===== src/rtl/div_iter_32_bit_pkg.sv =====
// Shared constants, state encodings and helpers for the iterative 32-bit divider.
package div_pkg;

  localparam int WIDTH   = 32;
  localparam int ITER    = WIDTH;
  localparam int COUNT_W = 6;

  localparam logic [WIDTH-1:0] INT_MIN = 32'h8000_0000;
  localparam logic [WIDTH-1:0] NEG_ONE = 32'hFFFF_FFFF;

  typedef logic [1:0] state_t;

  localparam state_t IDLE = 2'd0;
  localparam state_t RUN  = 2'd1;
  localparam state_t DONE = 2'd2;

  // Unsigned magnitude of a two's-complement value; INT_MIN maps to 0x80000000.
  function automatic logic [WIDTH-1:0] magnitude(input logic [WIDTH-1:0] x);
    return x[WIDTH-1] ? (~x + 1'b1) : x;
  endfunction

endpackage


===== src/rtl/div_iter_32_bit_if.sv =====
// Start/ready handshake and operand/result bus of the iterative divider.
interface div_iter_32_bit_if;
  import div_pkg::*;

  logic             start;
  logic [WIDTH-1:0] dividend;
  logic [WIDTH-1:0] divisor;
  logic [WIDTH-1:0] quotient;
  logic [WIDTH-1:0] remainder;
  logic             busy;
  logic             ready;
  logic             exception;

  modport master (
    output start, dividend, divisor,
    input  quotient, remainder, busy, ready, exception
  );

  modport slave (
    input  start, dividend, divisor,
    output quotient, remainder, busy, ready, exception
  );

endinterface


===== src/rtl/adder_cla_32_bit.sv =====
// 32-bit carry-lookahead adder: 4-bit lookahead groups with the group carry chained.
module adder_cla_32_bit (
  input  logic [31:0] a,
  input  logic [31:0] b,
  input  logic        cin,
  output logic [31:0] sum,
  output logic        cout
);

  logic [31:0] g;
  logic [31:0] p;
  logic [32:0] c;

  assign g = a & b;
  assign p = a ^ b;

  // Each group resolves its internal carries from the incoming group carry.
  always_comb begin
    c    = '0;
    c[0] = cin;
    for (int k = 0; k < 8; k++) begin
      c[4*k+1] = g[4*k] | (p[4*k] & c[4*k]);
      c[4*k+2] = g[4*k+1] | (p[4*k+1] & g[4*k])
               | (p[4*k+1] & p[4*k] & c[4*k]);
      c[4*k+3] = g[4*k+2] | (p[4*k+2] & g[4*k+1])
               | (p[4*k+2] & p[4*k+1] & g[4*k])
               | (p[4*k+2] & p[4*k+1] & p[4*k] & c[4*k]);
      c[4*k+4] = g[4*k+3] | (p[4*k+3] & g[4*k+2])
               | (p[4*k+3] & p[4*k+2] & g[4*k+1])
               | (p[4*k+3] & p[4*k+2] & p[4*k+1] & g[4*k])
               | (p[4*k+3] & p[4*k+2] & p[4*k+1] & p[4*k] & c[4*k]);
    end
  end

  assign sum  = p ^ c[31:0];
  assign cout = c[32];

endmodule


===== src/rtl/div_iter_32_bit_step.sv =====
// One combinational restoring-division step. The shifted partial remainder is
// 33 bits wide; its low 32 bits go through the CLA adder as rem + ~divisor + 1,
// and the trial result is non-negative when the shifted-out bit or the adder
// carry is set, so the subtract never wraps even for a 0x80000000 divisor.
module div_step_32_bit
  import div_pkg::*;
(
  input  logic [WIDTH-1:0] rem_in,
  input  logic             dividend_bit,
  input  logic [WIDTH-1:0] divisor_mag,
  output logic [WIDTH-1:0] rem_out,
  output logic             quo_bit
);

  logic [WIDTH:0]   shifted;
  logic [WIDTH-1:0] diff;
  logic             carry;

  assign shifted = {rem_in, dividend_bit};

  adder_cla_32_bit u_sub (
    .a    (shifted[WIDTH-1:0]),
    .b    (~divisor_mag),
    .cin  (1'b1),
    .sum  (diff),
    .cout (carry)
  );

  assign quo_bit = shifted[WIDTH] | carry;
  assign rem_out = quo_bit ? diff : shifted[WIDTH-1:0];

endmodule


===== src/rtl/div_iter_32_bit.sv =====
// Multicycle signed 32-bit restoring divider, one quotient bit per clock.
// Optional build macro DIV_EARLY_TERM_EN: when |dividend| < |divisor| the
// result is produced one edge after start instead of after the full iteration.
module div_iter_32_bit
  import div_pkg::*;
(
  input  logic               clock,
  input  logic               reset_n,
  div_iter_32_bit_if.slave   bus
);

  state_t             state;
  logic [COUNT_W-1:0] count;
  logic [WIDTH-1:0]   rem_q;
  logic [WIDTH-1:0]   quo_q;
  logic [WIDTH-1:0]   divisor_mag;
  logic               quo_neg;
  logic               rem_neg;
  logic               exc_pending;

  logic [WIDTH-1:0]   dividend_mag;
  logic [WIDTH-1:0]   divisor_in_mag;
  logic [WIDTH-1:0]   rem_next;
  logic               quo_bit;

  assign dividend_mag   = magnitude(bus.dividend);
  assign divisor_in_mag = magnitude(bus.divisor);

  div_step_32_bit u_step (
    .rem_in       (rem_q),
    .dividend_bit (quo_q[WIDTH-1]),
    .divisor_mag  (divisor_mag),
    .rem_out      (rem_next),
    .quo_bit      (quo_bit)
  );

  // Control FSM, iteration datapath and registered outputs.
  always_ff @(posedge clock or negedge reset_n) begin
    if (!reset_n) begin
      state         <= IDLE;
      count         <= '0;
      rem_q         <= '0;
      quo_q         <= '0;
      divisor_mag   <= '0;
      quo_neg       <= 1'b0;
      rem_neg       <= 1'b0;
      exc_pending   <= 1'b0;
      bus.quotient  <= '0;
      bus.remainder <= '0;
      bus.busy      <= 1'b0;
      bus.ready     <= 1'b0;
      bus.exception <= 1'b0;
    end else begin
      bus.ready <= 1'b0;
      case (state)
        IDLE: begin
          if (bus.start) begin
            divisor_mag <= divisor_in_mag;
            quo_neg     <= bus.dividend[WIDTH-1] ^ bus.divisor[WIDTH-1];
            rem_neg     <= bus.dividend[WIDTH-1];
            exc_pending <= (bus.divisor == '0) ||
                           ((bus.dividend == INT_MIN) && (bus.divisor == NEG_ONE));
            count       <= '0;
            bus.busy    <= 1'b1;
            if (bus.divisor == '0) begin
              quo_q <= '0;
              rem_q <= dividend_mag;
              state <= DONE;
            end
`ifdef DIV_EARLY_TERM_EN
            else if (dividend_mag < divisor_in_mag) begin
              quo_q <= '0;
              rem_q <= dividend_mag;
              state <= DONE;
            end
`endif
            else begin
              quo_q <= dividend_mag;
              rem_q <= '0;
              state <= RUN;
            end
          end
        end
        RUN: begin
          rem_q <= rem_next;
          quo_q <= {quo_q[WIDTH-2:0], quo_bit};
          count <= count + 1'b1;
          if (count == COUNT_W'(ITER - 1)) begin
            state <= DONE;
          end
        end
        DONE: begin
          bus.quotient  <= quo_neg ? (~quo_q + 1'b1) : quo_q;
          bus.remainder <= rem_neg ? (~rem_q + 1'b1) : rem_q;
          bus.exception <= exc_pending;
          bus.ready     <= 1'b1;
          bus.busy      <= 1'b0;
          state         <= IDLE;
        end
        default: begin
          state <= IDLE;
        end
      endcase
    end
  end

endmodule


===== src/flat_wrapper.sv =====
// flat-port wrapper written by rule: the top's interface ports become plain ports
module div_iter_32_bit_flat import div_pkg::*;
  (clock, reset_n, bus_start, bus_dividend, bus_divisor, bus_quotient, bus_remainder, bus_busy, bus_ready, bus_exception);
  div_iter_32_bit_if bus_i ();
  input  logic clock;
  input  logic reset_n;
  input wire logic [$bits(bus_i.start)-1:0] bus_start;
  input wire logic [$bits(bus_i.dividend)-1:0] bus_dividend;
  input wire logic [$bits(bus_i.divisor)-1:0] bus_divisor;
  output wire logic [$bits(bus_i.quotient)-1:0] bus_quotient;
  output wire logic [$bits(bus_i.remainder)-1:0] bus_remainder;
  output wire logic [$bits(bus_i.busy)-1:0] bus_busy;
  output wire logic [$bits(bus_i.ready)-1:0] bus_ready;
  output wire logic [$bits(bus_i.exception)-1:0] bus_exception;
  assign bus_i.start = bus_start;
  assign bus_i.dividend = bus_dividend;
  assign bus_i.divisor = bus_divisor;
  assign bus_quotient = bus_i.quotient;
  assign bus_remainder = bus_i.remainder;
  assign bus_busy = bus_i.busy;
  assign bus_ready = bus_i.ready;
  assign bus_exception = bus_i.exception;
  div_iter_32_bit u_core (.clock(clock), .reset_n(reset_n), .bus(bus_i));
endmodule

===== config.mk =====
export PLATFORM = sky130hd
export DESIGN_NAME = div_iter_32_bit_flat
export DESIGN_NICKNAME = d
export VERILOG_FILES = /design/src/rtl/div_iter_32_bit_pkg.sv /design/src/rtl/div_iter_32_bit_if.sv /design/src/rtl/adder_cla_32_bit.sv /design/src/rtl/div_iter_32_bit_step.sv /design/src/rtl/div_iter_32_bit.sv /design/src/flat_wrapper.sv
export SDC_FILE = /design/constraint.sdc
export NUM_CORES = 1
export LEC_CHECK = 0
export BUFFER_PORTS_ARGS = -buffer_cell sky130_fd_sc_hd__buf_2
export CORE_MARGIN = 8
export CORE_UTILIZATION = 35
export DETAILED_ROUTE_END_ITERATION = 16
export HOLD_SLACK_MARGIN = 0.06
export RECOVER_POWER = 100
export SLEW_MARGIN = 20
export SYNTH_ARGS = -nofsm -noshare
export SYNTH_HDL_FRONTEND = slang
export SYNTH_SLANG_ARGS = --single-unit

===== constraint.sdc =====
create_clock -name clock -period 7.2 [get_ports clock]
set_clock_uncertainty 0.1 [all_clocks]
set_input_delay 1.44 -clock clock [delete_from_list [all_inputs] [get_ports clock]]
set_output_delay 1.44 -clock clock [all_outputs]
set_load 0.02 [all_outputs]

Word level (Yosys, flattened, before mapping) --
Cells that the tools add are included.
Storage, ports and cells: output and inout port bits 67, register bits 174, word-level logic and storage cells 269, input port bits 67
Cells by class: mux-type cells 20, $add $sub $neg 5, eq/ne operators 7, bitwise operators 214, reduce and logical (&&, ||, !) cells 10
Operator list (count):
- two-way mux 32 bit | 9
- inverter 32 bit | 5
- adder 32 x 1 -> 32 bit (second input constant) | 4
- one-hot mux 32 bit (2 select lines) | 2
- bitwise AND 1 bit | 124
- bitwise OR 1 bit | 81
- equality test 32 bit (second input constant) | 2
- bitwise XOR 32 bit | 2
- bitwise AND 32 bit | 1
- zero test 32 bit | 1
- one-hot mux 6 bit (2 select lines) | 1
- AND reduction 2 bit | 4
- adder 6 x 1 -> 6 bit (second input constant) | 1
- equality test 6 x 5 -> 1 bit (second input constant) | 1
- two-way mux 2 bit | 3
- two-way mux 6 bit | 1
- one-hot mux 2 bit (2 select lines) | 1
- nonzero test 2 bit | 2
- equality test 2 x 1 -> 1 bit (second input constant) | 1
- equality test 2 bit (second input constant) | 1
- zero test 2 bit | 1
- two-way mux 1 bit | 2
- != test 2 x 1 -> 1 bit (second input constant) | 1
- != test 2 bit (second input constant) | 1
- other kinds (4) | 4

Logic depth before layout (Yosys ltp) --
Gate-level depths: netlist of run 1.
depth after elaboration 24, mapped depth 13, depth with buffers taken out 13

Hierarchy --
Synthesis of run 1 repeated with hierarchy kept, for this count alone.
Unflattened totals: cells, all modules 1289, area total of the unflattened synthesis 11484.8 um^2
By module, submodules not included:
- div_iter_32_bit | instances 1, sequential area each 4354.2 um^2, area each 9618.0 um^2, cells each 1059
- adder_cla_32_bit | instances 1, sequential area each 0.0 um^2, area each 1326.3 um^2, cells each 160
- div_step_32_bit | instances 1, sequential area each 0.0 um^2, area each 540.5 um^2, cells each 70

Worst setup path before layout of run 1 --
No wires, ideal clock.
path type in2reg, start point input bus_divisor[23], end point register u_core.rem_q[26], path buffers 1, arrival time 3.607 ns, stages 9, library setup time 0.083 ns, setup slack 3.411 ns, path through or4_1 -> or4_1 -> or2_2 -> or3_1 -> nand2b_4 -> clkbuf_1 -> o21ai_0 -> o21ai_0 -> o21ai_0
Between the ends: longest elaborated chain between the ends 4
RTL lines:
- start: declaration | RTL line flat_wrapper.sv:9 | input wire logic [$bits(bus_i.divisor)-1:0] bus_divisor;
- zero test 32 bit | RTL line div_iter_32_bit.sv:65 | if (bus.divisor == '0) begin
- two-way mux 32 bit | RTL line div_iter_32_bit.sv:65
- two-way mux 32 bit | RTL line div_iter_32_bit.sv:57 | if (bus.start) begin
- one-hot mux 32 bit (2 select lines) | RTL line div_iter_32_bit.sv:55 | case (state)
- end signal: assignment | RTL line div_iter_32_bit.sv:67 | rem_q <= dividend_mag;
- end signal: assignment | RTL line div_iter_32_bit.sv:85 | rem_q <= rem_next;
- end: declaration | RTL line div_iter_32_bit.sv:14 | logic [WIDTH-1:0] rem_q;
Every way passes these cells. The select of a mux whose other input is x is not followed. A chain may end at the register's enable or synchronous reset.

Worst setup path in the final report of run 1 --
start point input bus_divisor[8], end point register u_core.quo_q[10]
Between the ends: longest elaborated chain between the ends 4
RTL lines:
- zero test 32 bit | RTL line div_iter_32_bit.sv:65
- two-way mux 32 bit | RTL line div_iter_32_bit.sv:65
- two-way mux 32 bit | RTL line div_iter_32_bit.sv:57
- one-hot mux 32 bit (2 select lines) | RTL line div_iter_32_bit.sv:55
- end signal: assignment | RTL line div_iter_32_bit.sv:78 | quo_q <= dividend_mag;
- end signal: assignment | RTL line div_iter_32_bit.sv:86 | quo_q <= {quo_q[WIDTH-2:0], quo_bit};
- end: declaration | RTL line div_iter_32_bit.sv:15 | logic [WIDTH-1:0] quo_q;
Every way passes these cells. The select of a mux whose other input is x is not followed.

==> impl_metrics.json, run 1 <==
{
  "die_area_um2": 37500,
  "htree_levels": 4,
  "fillers": 3194,
  "post-route-drc-count": 0,
  "crit_type": "in -> reg",
  "synth_async_sr_flop_share_pct": 100,
  "startpoint_type": "input port",
  "drtAntennaViolNets": 0,
  "grt_pass1_wl_um": 52700,
  "hold_class": "reg -> reg",
  "peakVddDrop_uv": 212,
  "die_w_um": 194,
  "routed-via-count": 9710,
  "syn-num-nets": 1388,
  "synth-edff-count": 0,
  "ys_seq_elements": 174,
  "detailed_place_hpwl_um": 24900,
  "ys_seq_area_share_pct": 39.4,
  "syn_to_final_growth_pct": 13.5,
  "synth_ff_type": "dfrtp_1",
  "first_global_vias": 9498,
  "die_h_um": 194,
  "drv_slew": 144,
  "slew_headroom_pct": -117,
  "root_buffer": "clkbuf_16",
  "wl_per_cell_um": 18.5,
  "place.gp.congestion": 0.869,
  "power_density_nw_per_um2": 464,
  "syn_area_um2": 11100,
  "fin_crit_sh_pct": 66.4,
  "overflow": 0,
  "ios": 134,
  "r2r_slack_ps": 3010,
  "vias_per_cell": 5.43,
  "critPathCaptureType": "flop",
  "avgSynthCellArea_um2": 8.67,
  "wl_um": 33100,
  "start_util_pct": 35.3,
  "reg2reg_depth": 4,
  "num_rows": 65,
  "setup_viol": 0,
  "outcome": "finished, violations left",
  "worst_slew_pin_slew_ps": 3260,
  "fmax_mhz": 209,
  "fp.coreArea_um2": 31300,
  "antenna_found_initial": 4,
  "first_pass_iters": 5,
  "grtUsageTotal_pct": 17.4,
  "clk_latency_ps": 450,
  "r2r_start": "u_core.state[0]",
  "violations": "capacitance limit, slew limit",
  "critPathMaxFanout": 33,
  "clock_path_buffers": 2,
  "drv_cap": 2,
  "cts_resized": 0,
  "cp.arrival_ps": 4950,
  "p_leak_nw": 5.38,
  "nets": 1482,
  "cts.sinks": 174,
  "hold_depth": 2,
  "fin_crit_ps": 4780,
  "cts_tree": "built",
  "critPathRequiredTime_ps": 7370,
  "hold_viol": 0,
  "numPortBuffers": 133,
  "drive_gt1_share_pct": 8.61,
  "clk_pin_slew_ps": 70,
  "postCtsHoldBufs": 0,
  "hold_start": "u_core.bus.quotient[7]",
  "ys_types": 67,
  "setup_tns_ps": 0,
  "grt_max_degree": 102,
  "hold_ws_ps": 382,
  "rsz0062_at_grt": "no",
  "synthCells": 1275,
  "cp-startpoint": "bus_divisor[8]",
  "postCtsSetupBuffers": 0,
  "drt_iter0_markers": 731,
  "yosysWarnings": 0,
  "cts_made_buffers": 17
}
cells by family (layout without fill, tap and decap cells):
kind of cell    after synthesis  count (layout)  share of synthesized area, %
buf+inv                     128             235                          4.66
simple gates                359             359                          15.6
other cells                   0               4                             0
xor+xnor                    140             140                          11.1
compound gates              421             421                          23.0
flops                       174             174                          39.4
mux                           7               7                         0.634
fa+ha+maj                    46              46                          5.68
cells in the mapped netlist, types with 3 or more instances:
| library cell | instances | area [um^2] |
|---|---|---|
| o21ai_0 | 212 | 1060 |
| dfrtp_1 | 174 | 4350 |
| nand2_1 | 162 | 608 |
| xor2_1 | 115 | 1010 |
| a21oi_1 | 63 | 315 |
| nor2_1 | 61 | 229 |
| inv_1 | 60 | 225 |
| clkbuf_1 | 56 | 210 |
| ha_1 | 39 | 488 |
| o31ai_1 | 33 | 248 |
| a22oi_1 | 31 | 233 |
| xnor2_1 | 25 | 219 |
| nor3_1 | 24 | 120 |
| nand4_1 | 17 | 106 |
| o41ai_1 | 17 | 149 |
| nand3_1 | 15 | 75.1 |
| or4_1 | 14 | 105 |
| nor4_1 | 10 | 62.6 |
| or3_1 | 10 | 62.6 |
| a211oi_1 | 9 | 67.6 |
| a21o_1 | 7 | 52.6 |
| fa_1 | 7 | 140 |
| mux2i_1 | 7 | 70.1 |
| nand2b_1 | 7 | 43.8 |
| nor2b_1 | 7 | 43.8 |
| and3_1 | 6 | 37.5 |
| buf_1 | 6 | 22.5 |
| o21ai_1 | 6 | 30.0 |
| or2_2 | 6 | 37.5 |
| a211o_1 | 4 | 35.0 |
| a21boi_0 | 4 | 30.0 |
| a31oi_1 | 4 | 25.0 |
| o221ai_1 | 4 | 35.0 |
| a221o_1 | 3 | 30.0 |
| nand3b_1 | 3 | 22.5 |
| nor4_2 | 3 | 37.5 |
| o211ai_1 | 3 | 22.5 |
| o31a_1 | 3 | 26.3 |
layout by cell type (no fill, tap or decap), drive strengths merged, types with 25 or more instances in the layout:
cell      n
o21ai   218
dfrtp   174
nand2   163
xor2    115
clkbuf   91
inv      70
buf      69
a21oi    64
nor2     61
ha       39
o31ai    33
a22oi    31
xnor2    25
final timing paths:
path | to
worst min register to register | u_core.bus.quotient[7]
worst max register to register | u_core.bus.remainder[28]
worst min-delay path | u_core.bus.quotient[7]
min in group asynchronous | u_core.bus.quotient[10]
max in group asynchronous | u_core.count[4]
worst max-delay path | u_core.quo_q[10]
routing by layer:
| metal | part of all wire (%) | vias to the layer above | global-route usage, % |
|---|---|---|---|
| li1 | - | 4748 | - |
| met4 | 2.1 | 0 | 5.50 |
| met2 | 46 | 264 | 28.0 |
| met1 | 47 | 4651 | 23.4 |
| met3 | 5.0 | 47 | 3.19 |
| met5 | 0 | - | 0 |
state kept, by name, summed over array words and instances, names as in the netlist:
register and count:
u_core.exc_pending 1, u_core.bus.remainder 32, u_core.rem_neg 1, u_core.quo_neg 1, u_core.quo_q 32, u_core.bus.ready 1
u_core.bus.exception 1, u_core.divisor_mag 32, u_core.bus.busy 1, u_core.count 6, u_core.rem_q 32, u_core.bus.quotient 32
u_core.state 2
through the flow:
| step | util (%) | cells | instance area, um^2 | total power, mW | setup slack [ps] |
|---|---|---|---|---|---|
| floorplan | - | 1275 | 11100 | 4.02 | 3410 |
| global placement | 38.5 | 1752 | 12000 | 4.77 | 2390 |
| detailed placement | 38.5 | 1752 | 12000 | 4.84 | 2280 |
| CTS | 40.4 | 1784 | 12700 | 5.84 | 2720 |
| global route | 40.0 | 1787 | 12500 | 6.36 | 2210 |
| finish | 40.0 | 1788 | 12500 | 5.82 | 2420 |
layout make-up:
type	instances	area, um^2	share of cell area [%]
Clock buffer	17	425	3.39
Clock inverter	15	191	1.53
Inverter	60	225	1.80
Timing Repair Buffer	143	647	5.16
Antenna cell	4	10.0	0.0798
Tap cell	402	503	4.01
Sequential cell	174	4350	34.7
Multi-Input combinational cell	973	6180	49.3
report_power, final:
part           leakage (nW)  total [mW]  switching, mW  internal [mW]
clock                 0.304       0.985          0.453          0.532
combinational          2.86        2.97           1.71           1.26
sequential             2.22        1.87          0.524           1.34
total                  5.38        5.82           2.69           3.13
worst max-delay path: stages:
cell and delay, ps:
clkbuf_1 130, or4_1 620, nor4_1 610, nand4_1 410, or3_1 680, nand2_1 780, o21ai_0 270
(Power assumes the default switching activity.)
==> inputs of run 2 (changes only) <==
- clock period: 7.2 -> 4.98 ns (I/O delays scaled with it)
==> run 2 against run 1 <==
Compared with the run above:
- the run still ends with capacitance limit, slew limit left
- first-iteration DRC count decreased by 11%
- setup slack got worse by 1400 ps
- sequential share of layout area about the same
- sequential cell count unchanged
- core utilization about the same
- power increased by 44%
- critical path type unchanged
- critical endpoint is now u_core.quo_q[19]
- largest cell class unchanged
==> impl_metrics.json, run 2 (synthesis gave the netlist of run 1 again) <==
{
  "cp.arrival_ps": 4200,
  "crit_type": "in -> reg",
  "critPathSlowestCell": "or3_1",
  "fin_crit_ps": 4000,
  "outcome": "finished, violations left",
  "grtUsageTotal_pct": 17.5,
  "postCtsSetupBuffers": 0,
  "htree_levels": 4,
  "first_pass_iters": 5,
  "post-route-drc-count": 0,
  "drt_iter0_markers": 652,
  "numPortBuffers": 133,
  "start_util_pct": 35.3,
  "hold_ws_ps": 377,
  "critPathCaptureType": "flop",
  "seq_area_um2": 4350,
  "nets": 1485,
  "critPathMaxFanout": 33,
  "placed_cells": 1755,
  "postPlaceCellArea_um2": 12100,
  "fp.coreArea_um2": 31300,
  "cts_resized": 0,
  "place.gp.congestion": 0.860,
  "hold_viol": 0,
  "die_h_um": 194,
  "drv_cap": 3,
  "wl_um": 33100,
  "slew_headroom_pct": -91.4,
  "die_w_um": 194,
  "clk_latency_ps": 430,
  "antenna_found_initial": 2,
  "layout.cells.non_filler": 1789,
  "fmax_mhz": 250,
  "power_mw": 8.40,
  "final_common_cell": "o21ai_0",
  "setup_tns_ps": 0,
  "fin_area_um2": 12500,
  "ios": 134,
  "num_rows": 65,
  "setup_viol": 0,
  "drtAntennaViolNets": 0,
  "hold_class": "reg -> reg",
  "grt_max_degree": 103,
  "power_density_nw_per_um2": 670,
  "p_leak_nw": 5.39,
  "worst_slack_ps": 978,
  "fin_crit_sh_pct": 80.4,
  "most-common-layout-cells": "215 x o21ai_0, 174 x dfrtp_1, 163 x nand2_1, 115 x xor2_1, 73 x clkbuf_1",
  "worst_slew_pin_slew_ps": 2870,
  "first_global_vias": 9571,
  "root_buffer": "clkbuf_16",
  "grt_pass1_wl_um": 53200,
  "overflow": 0,
  "path_cells": "clkbuf_1 -> or4_1 -> nor4_1 -> nand4_1 -> or3_1 -> nand2_1 -> buf_4 -> o21ai_0",
  "clock_path_buffers": 2,
  "clk_pin_slew_ps": 70,
  "multiInputGateArea_um2": 6160,
  "drive_gt1_share_pct": 8.59,
  "critPathMaxStageDelay_ps": 750,
  "die_area_um2": 37500,
  "final_util_pct": 40.0,
  "routed-via-count": 9698,
  "critPathRequiredTime_ps": 5180,
  "wl_per_cell_um": 18.5,
  "syn_to_final_growth_pct": 13.4,
  "postCtsHoldBufs": 0,
  "drv_slew": 277,
  "dp_slack_ps": 862,
  "vias_per_cell": 5.42,
  "cts_made_buffers": 17,
  "rsz0062_at_grt": "no",
  "cts.sinks": 174,
  "fillers": 3252,
  "detailed_place_hpwl_um": 25200,
  "peakVddDrop_uv": 317,
  "cts_tree": "built",
  "violations": "capacitance limit, slew limit",
  "startpoint_type": "input port"
}
run 2: cell count changes in the layout (fill, tap and decap cells not counted), sizes merged:
cell and delta:
clkinv +3, buf +2, clkbuf +1, diode -2, inv -3
run 2: where the power goes:
part | switching [mW] | internal (mW)
logic | 2.50 | 1.84
registers | 0.730 | 1.94
clock network | 0.631 | 0.758
run 2: routing by layer:
| layer | part of all wire [%] | GRT usage [%] | up-vias | wire length (um) |
|---|---|---|---|---|
| li1 | - | - | 4750 | - |
| met1 | 46 | 23.2 | 4678 | 15100 |
| met2 | 47 | 28.5 | 241 | 15500 |
| met3 | 5.5 | 3.92 | 29 | 1820 |
| met4 | 1.8 | 4.82 | 0 | 591 |
| met5 | 0 | 0 | - | 0 |
run 2: worst max-delay path: cells and delay by family:
kind	cells	cell delay, ps
simple gates	5	2580
compound gates	1	160
buf+inv	2	460
run 2: final cells by class:
class	instances	share of cell area, %
inverters	60	1.80
well taps	402	4.01
multi-input cells	973	49.2
diodes	2	0.0399
clock buffers	17	3.40
flip-flops and latches	174	34.8
repair buffers	146	5.41
clock inverters	15	1.41
run 2: worst paths after layout:
check | end | start | depth (start not counted) | slack, ps
setup / recovery | u_core.quo_q[19] | bus_divisor[8] | 8 | 980
hold / removal | u_core.bus.quotient[15] | u_core.bus.quotient[15] | 2 | 380
setup reg to reg | u_core.rem_q[30] | u_core.state[1] | 8 | 1420
hold reg to reg | u_core.bus.quotient[15] | u_core.bus.quotient[15] | 2 | 380
max in group asynchronous | u_core.divisor_mag[14] | reset_n | 2 | 1320
min in group asynchronous | u_core.bus.quotient[15] | reset_n | 1 | 480
==> inputs of run 3 (changes only) <==
- ABC_AREA: default -> 1
- clock period: 4.98 -> 3.3 ns (I/O delays scaled with it)
==> run 3 against run 2 <==
Compared with the run above:
- the flow still finishes with violations (capacitance limit, slew limit)
- critical path depth shrank 1
- hold slack gained 4.9 ps
- count of clock-buffer cells in the layout is 1 higher
- combinational power is 100% higher
- sequential share of layout area is 2.2 points lower
- synthesized cell count up 22%
- clock power is 42% higher
- synthesized area up 5.9%
- global-route usage is 1.6 points higher
- register-to-register slack got worse by 1200 ps
- largest cell class unchanged
==> impl_metrics.json, run 3 <==
{
  "cts.sinks": 174,
  "ys_types": 48,
  "ios": 134,
  "synth_ff_type": "dfrtp_1",
  "cts_resized": 0,
  "routed-via-count": 10821,
  "fin_crit_sh_pct": 94.3,
  "peakVddDrop_uv": 426,
  "wl_um": 37700,
  "drtAntennaViolNets": 0,
  "clk_latency_ps": 440,
  "wl_met2_um": 16800,
  "die_h_um": 199,
  "final_util_pct": 40.3,
  "yosysWarnings": 0,
  "crit_type": "reg -> reg",
  "syn_area_um2": 11700,
  "final_common_cell": "nand2_1",
  "synth-edff-count": 0,
  "hold_viol": 0,
  "yosysMostFrequentCell": "nand2_1",
  "power_density_nw_per_um2": 1110,
  "wl_met1_um": 17500,
  "numPortBuffers": 133,
  "clock_path_buffers": 2,
  "fmax_mhz": 321,
  "die_w_um": 199,
  "nets": 1783,
  "clk_pin_slew_ps": 70,
  "syn-num-nets": 1663,
  "outcome": "finished, violations left",
  "fin_crit_ps": 3110,
  "r2r_start": "u_core.state[0]",
  "num_rows": 67,
  "cp-startpoint": "u_core.state[0]",
  "first_pass_iters": 5,
  "synth_area_leader_cell": "dfrtp_1",
  "hold_depth": 2,
  "synth_async_sr_flop_share_pct": 100,
  "worst_slew_pin_slew_ps": 1680,
  "ys_top_cells_by_area": "dfrtp_1 37%, nand2_1 10%, xor2_1 8.2%",
  "grt_pass1_wl_um": 59300,
  "start_util_pct": 35.2,
  "cp.arrival_ps": 3360,
  "slew_headroom_pct": -11.8,
  "startpoint_type": "flop",
  "cts_tree": "built",
  "grt_max_degree": 88,
  "wl_met3_um": 2170,
  "power_mw": 14.9,
  "multiInputGateArea_um2": 6360,
  "dp_slack_ps": 18.9,
  "drive_gt1_share_pct": 8.67,
  "postCtsHoldBufs": 0,
  "worst_slack_ps": 188,
  "synth_top_area_share_pct": 37.2,
  "reg2reg_depth": 7,
  "routed.top_layer": "met5",
  "hold_start": "u_core.bus.busy",
  "first_global_vias": 10590,
  "hold_class": "reg -> reg",
  "synthCells": 1550,
  "post-route-drc-count": 0,
  "place.gp.congestion": 0.915,
  "critPathRequiredTime_ps": 3550,
  "drv_cap": 2,
  "syn_to_final_growth_pct": 14.4,
  "vias_per_cell": 5.07,
  "r2r_slack_ps": 190,
  "ys_seq_elements": 174,
  "rsz0062_at_grt": "no",
  "violations": "capacitance limit, slew limit",
  "htree_levels": 4,
  "critPathMaxFanout": 66,
  "yosys-top-cells-count": "317 x nand2_1, 176 x inv_1, 174 x dfrtp_1",
  "detailed_place_hpwl_um": 29300,
  "critPathCaptureType": "flop",
  "avgSynthCellArea_um2": 7.55,
  "drt_iter0_markers": 686,
  "antenna_found_initial": 1,
  "root_buffer": "clkbuf_16",
  "overflow": 0,
  "p_leak_nw": 6.38,
  "postCtsSetupBuffers": 0,
  "fp.coreArea_um2": 33200,
  "fillers": 3553,
  "setup_viol": 0,
  "grtUsageTotal_pct": 19.1,
  "drv_slew": 95,
  "most-common-layout-cells": "316 x nand2_1, 178 x inv_1, 174 x dfrtp_1, 147 x nor2_1, 140 x o21ai_0",
  "seq_area_um2": 4350,
  "setup_tns_ps": 0,
  "wl_per_cell_um": 17.7,
  "ys_seq_area_share_pct": 37.2,
  "cts_made_buffers": 17,
  "die_area_um2": 39500
}
run 3: cell types whose count changed after synthesis, sizes merged, moves of 10 or more:
cell    previous run  this run
nand2            163       323
inv               60       179
nor2              61       151
nand3             15        97
o21ai            218       148
nand4             17        51
o31ai             33         6
a21boi             4        27
o41ai             19         3
or4               16         0
or3               10         0
run 3: area by class of cell:
type                       instances  area share (%)
tap                              448            4.19
multi-input combinational       1127            47.5
antenna                            4          0.0748
sequential                       174            32.5
clock inverter                    14           0.963
inverter                         182            5.11
clock buffer                      18            3.21
timing repair buffer             168            6.37
run 3: cell families (layout without fill, tap and decap cells):
logic type      count (synthesis)  count (layout)  synth area share [%]
compound gates                287             287                  14.3
xor+xnor                      129             129                  9.66
fa+ha+maj                      46              46                  5.37
buf+inv                       249             382                  8.35
flops                         174             174                  37.2
other cells                     0               4                     0
simple gates                  665             665                  25.1
run 3: power by group:
part / switching (mW) / internal, mW / total, mW
clock network: 0.980 / 0.994 / 1.97
registers: 0.923 / 3.22 / 4.14
logic: 5.62 / 3.13 / 8.76
total: 7.53 / 7.35 / 14.9
run 3: routing by layer:
| layer | global-route usage (%) | vias to the layer above |
|---|---|---|
| li1 | - | 5344 |
| met1 | 26.0 | 5090 |
| met3 | 3.15 | 59 |
| met2 | 30.1 | 326 |
| met5 | 0 | - |
| met4 | 7.08 | 2 |
run 3: path summary, 6_finish.rpt:
| kind | end |
|---|---|
| setup / recovery | u_core.rem_q[0] |
| hold / removal | u_core.bus.busy |
| setup reg to reg | u_core.rem_q[0] |
| hold reg to reg | u_core.bus.busy |
| max in group asynchronous | u_core.rem_q[26] |
| min in group asynchronous | u_core.bus.ready |
run 3: critical path, cell delays in order, from the launching register on:
cell and delay, ps:
dfrtp_1 400, inv_1 120, nor2_4 30, buf_4 230, nor2_2 820, clkbuf_4 790, a21oi_1 240, a21boi_0 250
run 3: per-stage QoR:
step / hold slack, ps / cells / cell area, um^2
floorplan: 264 / 1550 / 11700
global placement: 359 / 2099 / 13000
detailed placement: 368 / 2099 / 13000
CTS: 132 / 2131 / 13600
global route: 406 / 2131 / 13400
finish: 382 / 2135 / 13400
